File: src/rtl/sata_pkg.sv
// rtl/sata_pkg.sv - FIS type codes, frame lengths, receive FSM states and register shadow layout.
package sata_pkg;

  localparam logic [7:0] FIS_REG_H2D   = 8'h27;
  localparam logic [7:0] FIS_REG_D2H   = 8'h34;
  localparam logic [7:0] FIS_DMA_ACT   = 8'h39;
  localparam logic [7:0] FIS_DATA      = 8'h46;
  localparam logic [7:0] FIS_PIO_SETUP = 8'h5F;

  localparam int LEN_REG_H2D = 5;
  localparam int LEN_REG_D2H = 5;
  localparam int LEN_PIO     = 5;
  localparam int LEN_DMA_ACT = 1;

  typedef enum logic [2:0] {
    ST_IDLE,
    ST_REG,
    ST_PIO,
    ST_DATA,
    ST_DROP
  } state_t;

  typedef struct packed {
    logic        intr;
    logic [7:0]  status;
    logic [7:0]  error;
    logic [7:0]  device;
    logic [47:0] lba;
    logic [15:0] count;
    logic [7:0]  estatus;
    logic [15:0] xfer;
  } shadow_t;

endpackage

File: src/rtl/sata_fis_rx_fields.sv
// rtl/sata_fis_rx_fields.sv - merges one big-endian Register/PIO FIS word into the field shadow by word index.
module sata_fis_rx_fields
  import sata_pkg::*;
(
  input  shadow_t     i_shadow,
  input  logic [31:0] i_data,
  input  logic [2:0]  i_wi,
  output shadow_t     o_shadow
);

  always_comb begin
    o_shadow = i_shadow;
    case (i_wi)
      3'd0: begin
        o_shadow.intr   = i_data[22];
        o_shadow.status = i_data[15:8];
        o_shadow.error  = i_data[7:0];
      end
      3'd1: begin
        o_shadow.lba[23:0] = {i_data[15:8], i_data[23:16], i_data[31:24]};
        o_shadow.device    = i_data[7:0];
      end
      3'd2: o_shadow.lba[47:24] = {i_data[15:8], i_data[23:16], i_data[31:24]};
      3'd3: begin
        o_shadow.count   = {i_data[23:16], i_data[31:24]};
        o_shadow.estatus = i_data[7:0];
      end
      3'd4: o_shadow.xfer = {i_data[23:16], i_data[31:24]};
      default: ;
    endcase
  end

endmodule

File: src/rtl/sata_fis_rx.sv
// rtl/sata_fis_rx.sv - host receive FIS decoder: Register/PIO strobes, DMA Activate pulse, Data payload stream.
// Optional SATA_RX_BYTESWAP_EN: byte-reverse forwarded payload words.
module sata_fis_rx
  import sata_pkg::*;
#(
  parameter int MAX_DATA_WORDS = 2048,
  parameter int LGMAX          = 11
) (
  input  logic        i_tx_clk,
  input  logic        i_reset_n,
  input  logic        s_valid,
  output logic        s_ready,
  input  logic [31:0] s_data,
  input  logic        s_last,
  input  logic        s_abort,
  output logic        o_reg_valid,
  output logic [7:0]  o_status,
  output logic [7:0]  o_error,
  output logic [7:0]  o_device,
  output logic [47:0] o_lba,
  output logic [15:0] o_count,
  output logic        o_intr,
  output logic        o_dma_act,
  output logic        o_pio_valid,
  output logic [7:0]  o_pio_estatus,
  output logic [15:0] o_pio_xfer,
  output logic        m_valid,
  input  logic        m_ready,
  output logic [31:0] m_data,
  output logic        m_last,
  output logic        o_abort,
  output logic        o_bad_fis
);

  localparam logic [LGMAX:0] MAX_W     = (LGMAX+1)'(MAX_DATA_WORDS);
  localparam logic [LGMAX:0] REG_LAST  = (LGMAX+1)'(LEN_REG_D2H - 1);
  localparam logic [LGMAX:0] PIO_LAST  = (LGMAX+1)'(LEN_PIO - 1);

  state_t          r_state, w_state_nxt;
  logic [LGMAX:0]  r_wi, w_wi_nxt;
  shadow_t         r_shadow, w_fields;
  logic [31:0]     w_pay;
  logic [7:0]      w_type;
  logic            w_accept, w_reg_commit, w_pio_commit, w_dma, w_bad, w_abort_evt;
  logic            w_shadow_ld, w_fwd;

  logic            r_reg_valid, r_pio_valid, r_dma_act, r_abort, r_bad_fis;
  logic            r_m_valid, r_m_last, r_intr;
  logic [31:0]     r_m_data;
  logic [7:0]      r_status, r_error, r_device, r_pio_estatus;
  logic [47:0]     r_lba;
  logic [15:0]     r_count, r_pio_xfer;

  assign w_type   = s_data[31:24];
  assign s_ready  = (r_state == ST_DATA) ? (!r_m_valid || m_ready) : 1'b1;
  assign w_accept = s_valid && s_ready;

`ifdef SATA_RX_BYTESWAP_EN
  assign w_pay = {s_data[7:0], s_data[15:8], s_data[23:16], s_data[31:24]};
`else
  assign w_pay = s_data;
`endif

  sata_fis_rx_fields u_fields (
    .i_shadow (r_shadow),
    .i_data   (s_data),
    .i_wi     (r_wi[2:0]),
    .o_shadow (w_fields)
  );

  always_comb begin
    w_state_nxt  = r_state;
    w_wi_nxt     = r_wi;
    w_reg_commit = 1'b0;
    w_pio_commit = 1'b0;
    w_dma        = 1'b0;
    w_bad        = 1'b0;
    w_abort_evt  = 1'b0;
    w_shadow_ld  = 1'b0;
    w_fwd        = 1'b0;
    case (r_state)
      ST_IDLE: if (s_valid) begin
        if (s_abort) begin
          w_bad = 1'b1;
        end else begin
          w_shadow_ld = 1'b1;
          case (w_type)
            FIS_REG_D2H, FIS_PIO_SETUP: begin
              if (s_last) w_bad = 1'b1;
              else begin
                w_state_nxt = (w_type == FIS_REG_D2H) ? ST_REG : ST_PIO;
                w_wi_nxt    = (LGMAX+1)'(1);
              end
            end
            FIS_DMA_ACT: begin
              if (s_last) w_dma = 1'b1;
              else begin
                w_bad       = 1'b1;
                w_state_nxt = ST_DROP;
              end
            end
            FIS_DATA: begin
              if (s_last) w_bad = 1'b1;
              else w_state_nxt = ST_DATA;
            end
            default: begin
              w_bad = 1'b1;
              if (!s_last) w_state_nxt = ST_DROP;
            end
          endcase
        end
      end
      ST_REG, ST_PIO: begin
        if (s_abort) begin
          w_bad       = 1'b1;
          w_state_nxt = ST_IDLE;
        end else if (s_valid) begin
          w_shadow_ld = 1'b1;
          w_wi_nxt    = r_wi + 1'b1;
          if (r_wi == ((r_state == ST_PIO) ? PIO_LAST : REG_LAST)) begin
            if (s_last) begin
              w_reg_commit = (r_state == ST_REG);
              w_pio_commit = (r_state == ST_PIO);
              w_state_nxt  = ST_IDLE;
            end else begin
              w_bad       = 1'b1;
              w_state_nxt = ST_DROP;
            end
          end else if (s_last) begin
            w_bad       = 1'b1;
            w_state_nxt = ST_IDLE;
          end
        end
      end
      ST_DATA: begin
        if (s_abort) begin
          w_bad       = 1'b1;
          w_abort_evt = 1'b1;
          w_state_nxt = ST_IDLE;
        end else if (w_accept) begin
          // r_wi counts payload words already forwarded; one more than the limit is overlong
          if (r_wi == MAX_W) begin
            w_bad       = 1'b1;
            w_abort_evt = 1'b1;
            w_state_nxt = s_last ? ST_IDLE : ST_DROP;
          end else begin
            w_fwd    = 1'b1;
            w_wi_nxt = r_wi + 1'b1;
            if (s_last) w_state_nxt = ST_IDLE;
          end
        end
      end
      ST_DROP: if (s_abort || (s_valid && s_last)) w_state_nxt = ST_IDLE;
      default: w_state_nxt = ST_IDLE;
    endcase
    if (w_state_nxt == ST_IDLE) w_wi_nxt = '0;
  end

  always_ff @(posedge i_tx_clk or negedge i_reset_n) begin
    if (!i_reset_n) begin
      r_state       <= ST_IDLE;
      r_wi          <= '0;
      r_shadow      <= '0;
      r_reg_valid   <= 1'b0;
      r_pio_valid   <= 1'b0;
      r_dma_act     <= 1'b0;
      r_abort       <= 1'b0;
      r_bad_fis     <= 1'b0;
      r_m_valid     <= 1'b0;
      r_m_last      <= 1'b0;
      r_m_data      <= '0;
      r_status      <= '0;
      r_error       <= '0;
      r_device      <= '0;
      r_lba         <= '0;
      r_count       <= '0;
      r_intr        <= 1'b0;
      r_pio_estatus <= '0;
      r_pio_xfer    <= '0;
    end else begin
      r_state     <= w_state_nxt;
      r_wi        <= w_wi_nxt;
      r_reg_valid <= w_reg_commit;
      r_pio_valid <= w_pio_commit;
      r_dma_act   <= w_dma;
      r_abort     <= w_abort_evt;
      r_bad_fis   <= w_bad;
      if (w_shadow_ld) r_shadow <= w_fields;
      if (w_reg_commit) begin
        r_status <= w_fields.status;
        r_error  <= w_fields.error;
        r_device <= w_fields.device;
        r_lba    <= w_fields.lba;
        r_count  <= w_fields.count;
        r_intr   <= w_fields.intr;
      end
      if (w_pio_commit) begin
        r_pio_estatus <= w_fields.estatus;
        r_pio_xfer    <= w_fields.xfer;
        r_intr        <= w_fields.intr;
      end
      if (w_fwd) begin
        r_m_valid <= 1'b1;
        r_m_data  <= w_pay;
        r_m_last  <= s_last;
      end else if (m_ready) begin
        r_m_valid <= 1'b0;
        r_m_last  <= 1'b0;
      end
    end
  end

  assign o_reg_valid   = r_reg_valid;
  assign o_pio_valid   = r_pio_valid;
  assign o_dma_act     = r_dma_act;
  assign o_abort       = r_abort;
  assign o_bad_fis     = r_bad_fis;
  assign o_status      = r_status;
  assign o_error       = r_error;
  assign o_device      = r_device;
  assign o_lba         = r_lba;
  assign o_count       = r_count;
  assign o_intr        = r_intr;
  assign o_pio_estatus = r_pio_estatus;
  assign o_pio_xfer    = r_pio_xfer;
  assign m_valid       = r_m_valid;
  assign m_data        = r_m_data;
  assign m_last        = r_m_last;

endmodule

File: config.mk
export PLATFORM = sky130hd
export DESIGN_NAME = sata_fis_rx
export DESIGN_NICKNAME = d
export VERILOG_FILES = /design/src/rtl/sata_pkg.sv /design/src/rtl/sata_fis_rx_fields.sv /design/src/rtl/sata_fis_rx.sv
export SDC_FILE = /design/constraint.sdc
export NUM_CORES = 1
export LEC_CHECK = 0
export BUFFER_PORTS_ARGS = -buffer_cell sky130_fd_sc_hd__clkbuf_2
export CORE_ASPECT_RATIO = 1.4
export CORE_MARGIN = 1
export CORE_UTILIZATION = 40
export CTS_BUF_LIST = sky130_fd_sc_hd__clkbuf_8
export DETAILED_ROUTE_END_ITERATION = 6
export PLACE_DENSITY = 0.66
export SETUP_SLACK_MARGIN = 0.1
export SLEW_MARGIN = 20
export SYNTH_ARGS = -nofsm -noshare
export SYNTH_HDL_FRONTEND = slang
export SYNTH_HIERARCHICAL = 1
export SYNTH_SLANG_ARGS = --single-unit
File: constraint.sdc
create_clock -name i_tx_clk -period 2.6 [get_ports i_tx_clk]
set_clock_uncertainty 0.2 [all_clocks]
set_input_delay 0.26 -clock i_tx_clk [delete_from_list [all_inputs] [get_ports i_tx_clk]]
set_output_delay 0.26 -clock i_tx_clk [all_outputs]
set_load 0.01 [all_outputs]
**After elaboration in Yosys (flattened, before gate mapping)**

Index checks and enable logic that the tools add are counted.

- Flip-flop bits (word level): 280
- Bits of input ports: 38
- Output and inout port bits: 153
- Logic and storage cells: 141

- Add/sub/neg operators: 1
- Equality and inequality tests: 23
- Muxes and demuxes: 76
- Reduce and logical (&&, ||, !) cells: 15

Operator list:

| operator | count |
|---|---|
| $mux 12 | 10 |
| $mux 24 | 3 |
| $mux 3 | 14 |
| $mux 1 | 39 |
| $pmux 12 s3 | 1 |
| $mux 17 | 1 |
| $eq 8x6->1 const B | 2 |
| $eq 8x7->1 const B | 2 |
| $mux 16 | 1 |
| $ne 3x3->1 const B | 5 |
| $add 12x1->12 const B | 1 |
| $eq 12x12->1 const B | 1 |
| $eq 12x3->1 const B | 1 |
| $eq 3x2->1 const B | 4 |
| $ne 3x2->1 const B | 4 |
| $pmux 3 s4 | 1 |
| $reduce_and 10->1 | 1 |
| $logic_not 3->1 | 3 |
| $mux 8 | 1 |
| $eq 3x1->1 const B | 2 |
| $eq 3x3->1 const B | 2 |
| $pmux 3 s2 | 1 |
| $pmux 1 s2 | 2 |
| $reduce_bool 2->1 | 2 |
| 8 further kinds | 11 |

**Longest topological paths before layout**

Gate-level depths: netlist (run 1).

- Word-level depth: 10
- Gate-level depth with buffers: 10
- Mapped depth without buffers: 7

**Cells and area by module**

Netlist (run 1), hierarchy kept.

Modules (own cells, without submodules):

| module | times used | cells each | area an instance (um2) | seq. area each (um2) |
|---|---|---|---|---|
| sata_fis_rx | 1 | 735 | 11079.4 | 7006.7 |
| sata_fis_rx_fields | 1 | 129 | 1430.1 | 0.0 |

**Worst setup path before layout (run 1)**

Ideal clock, no wire load.

- Path type: reg2reg
- From: register r_wi[5]
- To: register r_error[4] (netlist: o_error[4])
- Setup time: 0.128 ns
- Data arrival time: 2.545 ns
- Required time: 2.272 ns
- Setup slack: -0.272 ns
- Cell stages (with the launch flop): 8
- Path buffers: 3
- Period minus slack after synthesis: 2.872 ns
- Path through: dfrtp_1 or4_4 or4_1 buf_2 nor3_4 buf_4 buf_4 mux2_1

- Word-level cells in the longest chain between the ends: 5

RTL lines:

| what | RTL line | source |
|---|---|---|
| start, declared | sata_fis_rx.sv:40 | `logic [LGMAX:0] r_wi, w_wi_nxt;` |
| start signal, assigned | sata_fis_rx.sv:182 | `r_wi <= w_wi_nxt;` |
| $eq 12x3->1 | sata_fis_rx.sv:120 | `if (r_wi == ((r_state == ST_PIO) ? PIO_LAST : REG_LAST)) begin` |
| $mux 1 | sata_fis_rx.sv:120 |  |
| $mux 1 | sata_fis_rx.sv:117 | `end else if (s_valid) begin` |
| $mux 1 | sata_fis_rx.sv:114 | `if (s_abort) begin` |
| $mux 1 | sata_fis_rx.sv:81 | `case (r_state)` |
| end signal, assigned | sata_fis_rx.sv:191 | `r_error <= w_fields.error;` |
| end, declared | sata_fis_rx.sv:50 | `logic [7:0] r_status, r_error, r_device, r_pio_estatus;` |

Every way passes these cells.
A chain may end at the register's enable or synchronous reset.

**Worst setup path in the final report (run 1)**

- From: register r_wi[7]
- To: register r_lba[26] (netlist: o_lba[26])

- Word-level cells in the longest chain between the ends: 5

RTL lines:

| what | RTL line | source |
|---|---|---|
| $eq 12x3->1 | sata_fis_rx.sv:120 |  |
| $mux 1 | sata_fis_rx.sv:120 |  |
| $mux 1 | sata_fis_rx.sv:117 |  |
| $mux 1 | sata_fis_rx.sv:114 |  |
| $mux 1 | sata_fis_rx.sv:81 |  |
| end signal, assigned | sata_fis_rx.sv:193 | `r_lba <= w_fields.lba;` |
| end, declared | sata_fis_rx.sv:51 | `logic [47:0] r_lba;` |

Every way passes these cells.

==> results.md, run 1 <==
Routing:
- The routed wire length per instance is around 20 um.
- The detailed router placed 8,316 vias in this run.
- The mean number of vias per cell is 5.26.
- The number of design rule violations left after detail routing is 0.
- Before antenna repair, the detailed router went through 4 iterations.
- The initial DRC count is ~290.
- The sum of routed wire length over all layers is 31,400 um.
- Once detail routing completed, the nets flagged for antenna violations numbered 0.

Global route:
- The wire length of the first global-routing pass is 48,800 um.
- Entering global routing, the biggest net connects 65 pins.
- The via count of the first global-routing pass is 8,750.
- The total grt overflow is 0.
- In the global route stage, overall resource usage came out at 20.0%.
- The number of antenna violations at the first check in global routing is 0.

Die:
- The floorplan step defined a core boundary enclosing approximately 0.031 mm^2.
- The initial utilization of the core area, before any placement, comes to 40.6%.
- The number of rows created at floorplan is 76.
- The die covers 0.0320 mm^2.
- The number of top-level design ports is 191.
- From left edge to right edge, the die measures 151 um.
- The height of the die is about 210 um.

Timing:
- Setup repair after global routing could not meet its margin everywhere.
- The measured slew at the worst slew-check pin is 0.617 ns.
- The worst pin sits at a relative slew slack of 58.8%.
- The share of the clock period used by the worst path after layout is 105%.
- The final count of pins violating max slew is 0.
- The number of hold-slack violations in the final timing report came to 0.
- Setup violations remaining at the end of the flow were counted as 109.
- Based on the critical path, the design can be clocked at up to 0.368 GHz.
- Setup slack on the critical path of the routed design comes to -0.117 ns.
- The final critical path time including I/O delays and setup is 2.72 ns.

Logic synthesis:
- The flip-flop cell with the highest count after synthesis is dfrtp_1.
- For this run, the number of Yosys warnings is 6.
- In this run, distinct cell masters in the synthesized netlist total 58.
- The mean area per synthesized cell is 14.5 um^2.
- Of all flip-flops after synthesis, the portion carrying an async set or reset was 100%.
- The synthesized netlist occupies a cell area of between 0.01 and 0.015 mm^2.
- In this run, synthesis inferred 0 flip-flops with an integrated enable.
- Synthesis produced 864 cells.
- In this run, synthesis produced a sequential element count of 280.
- The sequential-to-total area share from yosys stat is 56.0%.
- Synthesis produced a netlist with a net count of 904.

Power and ir drop:
- The static leakage power is 8.27 nW.
- For this design the ratio of total power to cell area is 570 mW/mm^2.
- The largest voltage drop on the vdd net is 0.000424 V.
- The design draws 9.20 mW.

Final layout:
- The number of antenna diodes in the final layout is 0.
- The layout has 2,630 filler cells.
- Across the whole layout, storage elements account for about 0.0070 mm^2.
- The number of standard cells in the layout, taps in and fillers out is 1,581.
- The area of combinational cells with multiple inputs is between 0.005 and 0.006 mm^2.
- The net total in the final layout is around 1,200.
- The cell area after layout is 0.0162 mm^2.
- The area growth from synthesis to layout is 29.2%.
- The post-route netlist has between 60% and 70% of its cells at a drive strength greater than 1.

Clocking:
- For this design, the sink count on the clock tree is 280.
- The register clock-pin slew on the reported worst setup and hold paths is 0.07 ns.
- The H-tree depth reported by CTS is 2.
- The number of CTS-inserted buffers is 45.
- TritonCTS built the clock tree.
- The clock latency on the worst-skew pair is 0.57 ns.
- The maximum buffer depth of the clock tree is 3.
- The clock tree root buffer cell is clkbuf_8.

Placement:
- The post-DP HPWL is about 20,000 um.
- Port buffering added 190 buffers.
- After detailed placement, the total cell area comes to ~0.015 mm^2.
- The number of cells after detailed placement is 1,457.
- Routability-driven placement finished with a final weighted congestion of 0.850.

Job:
- The tool flagged a number of max-cap violations equal to 0.

Critical path:
- In this run the register-to-register setup slack is -0.12 ns.
- At the worst endpoint, the required time is 2.84 ns.
- The kind of end point of the critical path is a flop.
- The nature of the critical path startpoint is a flop.
- The peak fanout along the critical path is 15.
- The critical path is of the flop to flop type.
- The worst path arrival time is 2.96 ns.

Status:
- The checks that failed: setup timing.
- The flow ran to the end, but the final reports show violations.

Hold path:
- The path category of the worst min-delay check is input port to async pin.
==> critical path, cell delays in order, from the launching register on <==
cell     delay [ns]
dfrtp_1        0.37
or4_4          0.53
or4_4          0.57
nor3_4         0.17
buf_12         0.21
buf_12         0.18
mux2_2         0.34
==> timing repair <==
action	in CTS	in global routing
buffers inserted	9	1
cloned	4	1
hold endpoints to repair	454	0
pin swaps	0	1
resized for setup	33	25
endpoints found under the setup margin	158	159
hold buffers	36	0
==> power by group <==
part           total [mW]  switching [mW]  internal (mW)  leakage (nW)
sequential           4.69           0.103           4.59          3.86
clock                3.68            1.72           1.96         0.483
combinational       0.835           0.391          0.444          3.93
==> cells in the final DEF, fill, tap and decap left out, types with 9 or more instances in the layout <==
master and count:
mux2_4 63, mux2_2 299, a21oi_1 9, clkbuf_2 189
nand2_1 13, dlygate4sd3_1 36, dfrtp_1 280, nor2_1 13
nor3_1 14, clkbuf_8 54, buf_4 48, o21ai_0 15
mux2_1 9, inv_1 19, buf_12 20
==> registers in the layout, indices dropped and copies added (netlist names), 3 cells and up <==
name           flops
o_status           8
o_pio_xfer        16
m_data            32
o_error            8
r_state            3
o_lba             48
o_pio_estatus      8
r_wi              12
o_device           8
o_count           16
r_shadow         113
==> through the flow <==
stage | setup slack [ns] | hold slack [ns] | setup TNS (ns) | util (%)
after detailed placement | -0.0975 | 0.0768 | -6.85 | 47.3
after global placement | -0.0901 | 0.0707 | -5.92 | 47.3
final | -0.117 | 0.0492 | -7.38 | 52.4
after floorplan | -0.124 | -0.236 | -11.32 | -
after CTS | -0.101 | 0.0101 | -7.04 | 52.1
after global routing | -0.178 | 0.0348 | -15.49 | 52.4
==> kinds of logic after synthesis <==
kind of cell | Yosys count | synth area share [%]
AOI/OAI and AO/OA | 53 | 2.73
and+or+nand+nor | 98 | 5.17
buffers and inverters | 57 | 2.27
adders and majority gates | 2 | 0.200
muxes | 372 | 33.5
xor gates and xnor gates | 2 | 0.140
DFF | 280 | 56.0
==> cells in the mapped netlist (2+ instances only) <==
cell type  count  area, um^2
nor3_1        14        70.1
nand3b_1       3        22.5
nor2_1        13        48.8
clkbuf_1      17        63.8
ha_1           2        25.0
nor3b_1        3        22.5
a21oi_1        9        45.0
mux2_1        12         135
and3_1         5        31.3
nand4b_1       3        26.3
o21ai_0       16        80.1
nor3b_4        2        37.5
a22o_1         2        17.5
nand4_1        2        12.5
nand3_1        3        15.0
inv_1          9        33.8
nor3_4         3        48.8
a31oi_1        4        25.0
nand2_1       15        56.3
dfrtp_1      280        7010
nand2b_1       7        43.8
a211oi_1       9        67.6
buf_4         12        90.1
nor4bb_1       2        20.0
nor4_1         4        25.0
mux2_2       359        4040
buf_1          4        15.0
buf_2         14        70.1
a41oi_1        2        17.5
a22oi_1        3        22.5
or3b_2         2        17.5
or4_1          3        22.5
==> layer usage <==
metal / share of wire (%) / vias up / track usage (%)
li1: - / 3761 / -
met1: 42 / 4272 / 24.6
met4: 2.5 / 0 / 7.28
met3: 4.8 / 54 / 3.97
met5: 0 / - / 0
met2: 51 / 229 / 34.2
==> final cells by class <==
class                           instances  share of cell area, %
Sequential cell                       280                   43.4
Inverter                                9                  0.209
Multi-Input combinational cell        527                   34.3
Timing Repair Buffer                  302                   13.8
Clock inverter                         19                  0.681
Clock buffer                           54                   4.60
Tap cell                              390                   3.02
==> final timing paths <==
path	end	cells past startpoint	from
max in group asynchronous	r_shadow[60]	3	i_reset_n
min in group i_tx_clk	m_data[22]	2	s_data[22]
worst max register to register	o_lba[26]	6	r_wi[7]
worst min-delay path	m_data[0]	2	i_reset_n
worst max-delay path	o_lba[26]	6	r_wi[7]
worst min register to register	o_intr	1	o_intr
No activity file was read; power rests on OpenSTA's default activity.
==> inputs of run 2 (changes only) <==
- GPL_TIMING_DRIVEN: default -> 0
==> run 2 against run 1 <==
Compared with the run above:
- die area unchanged
- sequential power hardly changed
- the flow still finishes with violations (setup timing)
- critical path type unchanged
- flip-flop and latch count unchanged
==> results.md, run 2 (synthesis results as in run 1) <==
Critical path:
- The worst path arrival time is 3.13 ns (+0.17 ns).
- The peak fanout along the critical path is 10 (-5).
- The critical path class is flop to flop.
- STA classifies the critical path endpoint as a flop.
- The number of cells traversed by the worst register-to-register path is 8 (+2).
- The nature of the critical path startpoint is a flop.
- The data required time of the critical path is 2.85 ns (about the same).

Timing:
- The final count of negative-setup-slack endpoints came to 158 (+45%).
- The number of hold-slack violations in the final timing report came to 0 (unchanged).
- The maximum clock rate was 0.347 GHz (-5.7%).
- The final count of pins violating max slew is 0 (unchanged).
- The worst hold slack after final layout is 0.0431 ns (-0.00609 ns).
- The final critical path time including I/O delays and setup is 2.88 ns (+0.165 ns).
- The aggregate negative setup slack is -33.88 ns (-26.50 ns).
- The share of the clock period used by the worst path after layout is 111% (+6.4 points).
- The setup slack after layout is -0.282 ns (-0.165 ns).
- Setup repair after global routing could not meet its margin everywhere.
- The worst slew slack as a fraction of its limit is 49.3% (-9.5 points).
- The measured slew at the worst slew-check pin came to 0.761 ns (+0.143 ns).

Power and ir drop:
- The static leakage power is 8.40 nW (+1.5%).
- The power share of the sequential group came to 50.9% (about the same).
- The internal power came to 6.93 mW (-0.88%).
- The switching share of power is 24.7% (+0.73 points).
- The areal power density over the cells is 562 mW/mm^2 (-1.4%).
- The largest voltage drop on the vdd net is 0.000366 V (-14%).
- The net switching power figure is 2.28 mW (+3.1%).
- The clock share of power came to 40.1% (about the same).
- The combinational group share of total power is 9.0% (about the same).

Final layout:
- The net total in the final layout is 1,222 (+1.4%).
- The leading cell type in the layout, fill and taps excluded is mux2_2.
- The number of standard cells in the layout, taps in and fillers out is 1,606 (+1.6%).
- The top cell types in the final layout, fill and taps aside, are mux2_2, dfrtp_1, clkbuf_2.
- The number of flip-flops in the largest register is 113 (unchanged).
- The ratio of cells with drive above 1 in the final layout is 61.5% (+1.3 points).
- Relative to the synthesized area, the layout overhead comes to 31.1%.
- The most flop-heavy register is r_shadow.

Status:
- The flow ran to the end, but the final reports show violations.
- The checks that failed: setup timing.

Die:
- The die area is 0.0320 mm^2 (unchanged).
- The number of rows created at floorplan is 76 (unchanged).
- The height of the die is 211 um (unchanged).
- The initial core utilization was 40.6% (unchanged).
- The area inside the core boundary came to 0.0308 mm^2 (unchanged).
- The die outline width is 151 um (unchanged).
- The number of top-level design ports is 191 (unchanged).

Clocking:
- The H-tree depth reported by CTS is 2 (unchanged).
- The number of CTS-inserted buffers is 46 (+2.2%).
- The clock tree root buffer cell is clkbuf_8.
- The clock latency on the worst-skew pair was 0.57 ns (about the same).
- The register clock-pin slew on the reported worst setup and hold paths was 0.07 ns (about the same).
- The maximum buffer depth of the clock tree was 3 (unchanged).
- The number of clock sinks seen by CTS is 280 (unchanged).
- The TritonCTS clock tree is built.

Placement:
- The routability congestion estimate from global placement is 0.847 (-0.29%).
- The number of cells after detailed placement is 1,445 (-0.82%).
- The post-DP HPWL was 20,900 um (+3.6%).
- The number of buffers inserted by port buffering is 188 (-1.1%).

Global route:
- The wire length of the first global-routing pass was 50,400 um (+3.2%).
- The via count of the first global-routing pass is 8,826 (+0.87%).
- The largest net degree at the start of global routing was 79 (+22%).
- The total grt overflow was 0 (unchanged).
- The total routing resource utilization after global routing is 20.8% (+0.88 points).
- The number of antenna violations at the first check in global routing is 0 (unchanged).

Routing:
- The number of design rule violations left after detail routing is 0 (unchanged).
- The via count of the routed design is 8,315 (-0.012%).
- The routed wire length per instance is 20.2 um (+1.9%).
- The mean number of vias per cell is 5.18 (-1.6%).
- The sum of routed wire length over all layers is 32,500 um (+3.5%).
- The total iterations of the first detailed-routing run was 4 (unchanged).
- The initial DRC count is 318 (+10%).
- The antenna violation net count after detailed routing is 0 (unchanged).

Hold path:
- In this run the worst hold path is classified as input port to async pin.

Job:
- The max capacitance violation total is 0 (unchanged).
-- run 2: cell types whose count changed in the layout (fill, tap and decap cells not counted), sizes merged --
cell,change
buf,+1
clkinvlp,-1
diode,+1
clkbuf,+17
inv,+12
clkinv,-3
dlygate4sd3,-1
bufinv,-1
-- run 2: power groups by stage --
stage,combinational (mW),clock [mW],sequential (mW)
floorplan,0.474,0,4.75
global placement,0.738,0,4.75
detailed placement,0.778,0,4.76
CTS,0.836,3.84,4.69
global route,0.917,4.03,4.71
finish,0.829,3.69,4.69
-- run 2: area by class of cell --
cell class / count / area [um^2]
multi-input cells: 527 / 5550
flip-flops and latches: 280 / 7010
plain buffers: 48 / 467
clock inverters: 26 / 113
well taps: 390 / 488
inverters: 9 / 36.3
diodes: 1 / 2.50
fillers: 2632 / 14400
clock buffers: 55 / 757
repair buffers: 270 / 1970
-- run 2: per-stage QoR --
| step | power, mW | setup WS [ns] | util, % | area [um^2] |
|---|---|---|---|---|
| after detailed placement | 5.54 | -0.658 | 46.1 | 14200 |
| after floorplan | 5.22 | -0.124 | - | 12700 |
| after global placement | 5.49 | -4.97 | 45.8 | 14100 |
| after global routing | 9.66 | -0.338 | 53.2 | 16400 |
| final | 9.21 | -0.282 | 53.2 | 16400 |
| after CTS | 9.36 | -0.296 | 52.4 | 16100 |
-- run 2: repair_timing --
item                       4_1_cts  5_1_grt
cloned                           7        2
pin swaps                        3       10
gates resized for setup         78       57
setup endpoints to repair      273      246
hold endpoints to repair       265        0
hold buffers                    35        0
buffers inserted                25       11
-- run 2: path summary, 6_finish.rpt --
| path | from | endpoint | slack (ns) |
|---|---|---|---|
| setup / recovery | r_wi[3] | o_status[6] | -0.28 |
| hold / removal | i_reset_n | m_valid | 0.04 |
| setup reg to reg | r_wi[3] | o_status[6] | -0.28 |
| hold reg to reg | o_error[4] | o_error[4] | 0.28 |
| max in group asynchronous | i_reset_n | r_shadow[85] | 0.97 |
| min in group i_tx_clk | s_last | m_last | 0.05 |
-- run 2: per-layer routing --
metal,global-route usage (%),part of all wire (%)
met1,25.9,42
met2,34.9,49
met3,4.06,5.2
met4,8.76,3.7
met5,0,0
-- run 2: worst max-delay path: stages, from the launching register on --
cell and delay [ns]:
dfrtp_1 0.41, or4_4 0.57, or4_4 0.49, buf_6 0.14
nor3_4 0.16, buf_12 0.19, buf_12 0.13, buf_12 0.13
mux2_1 0.32
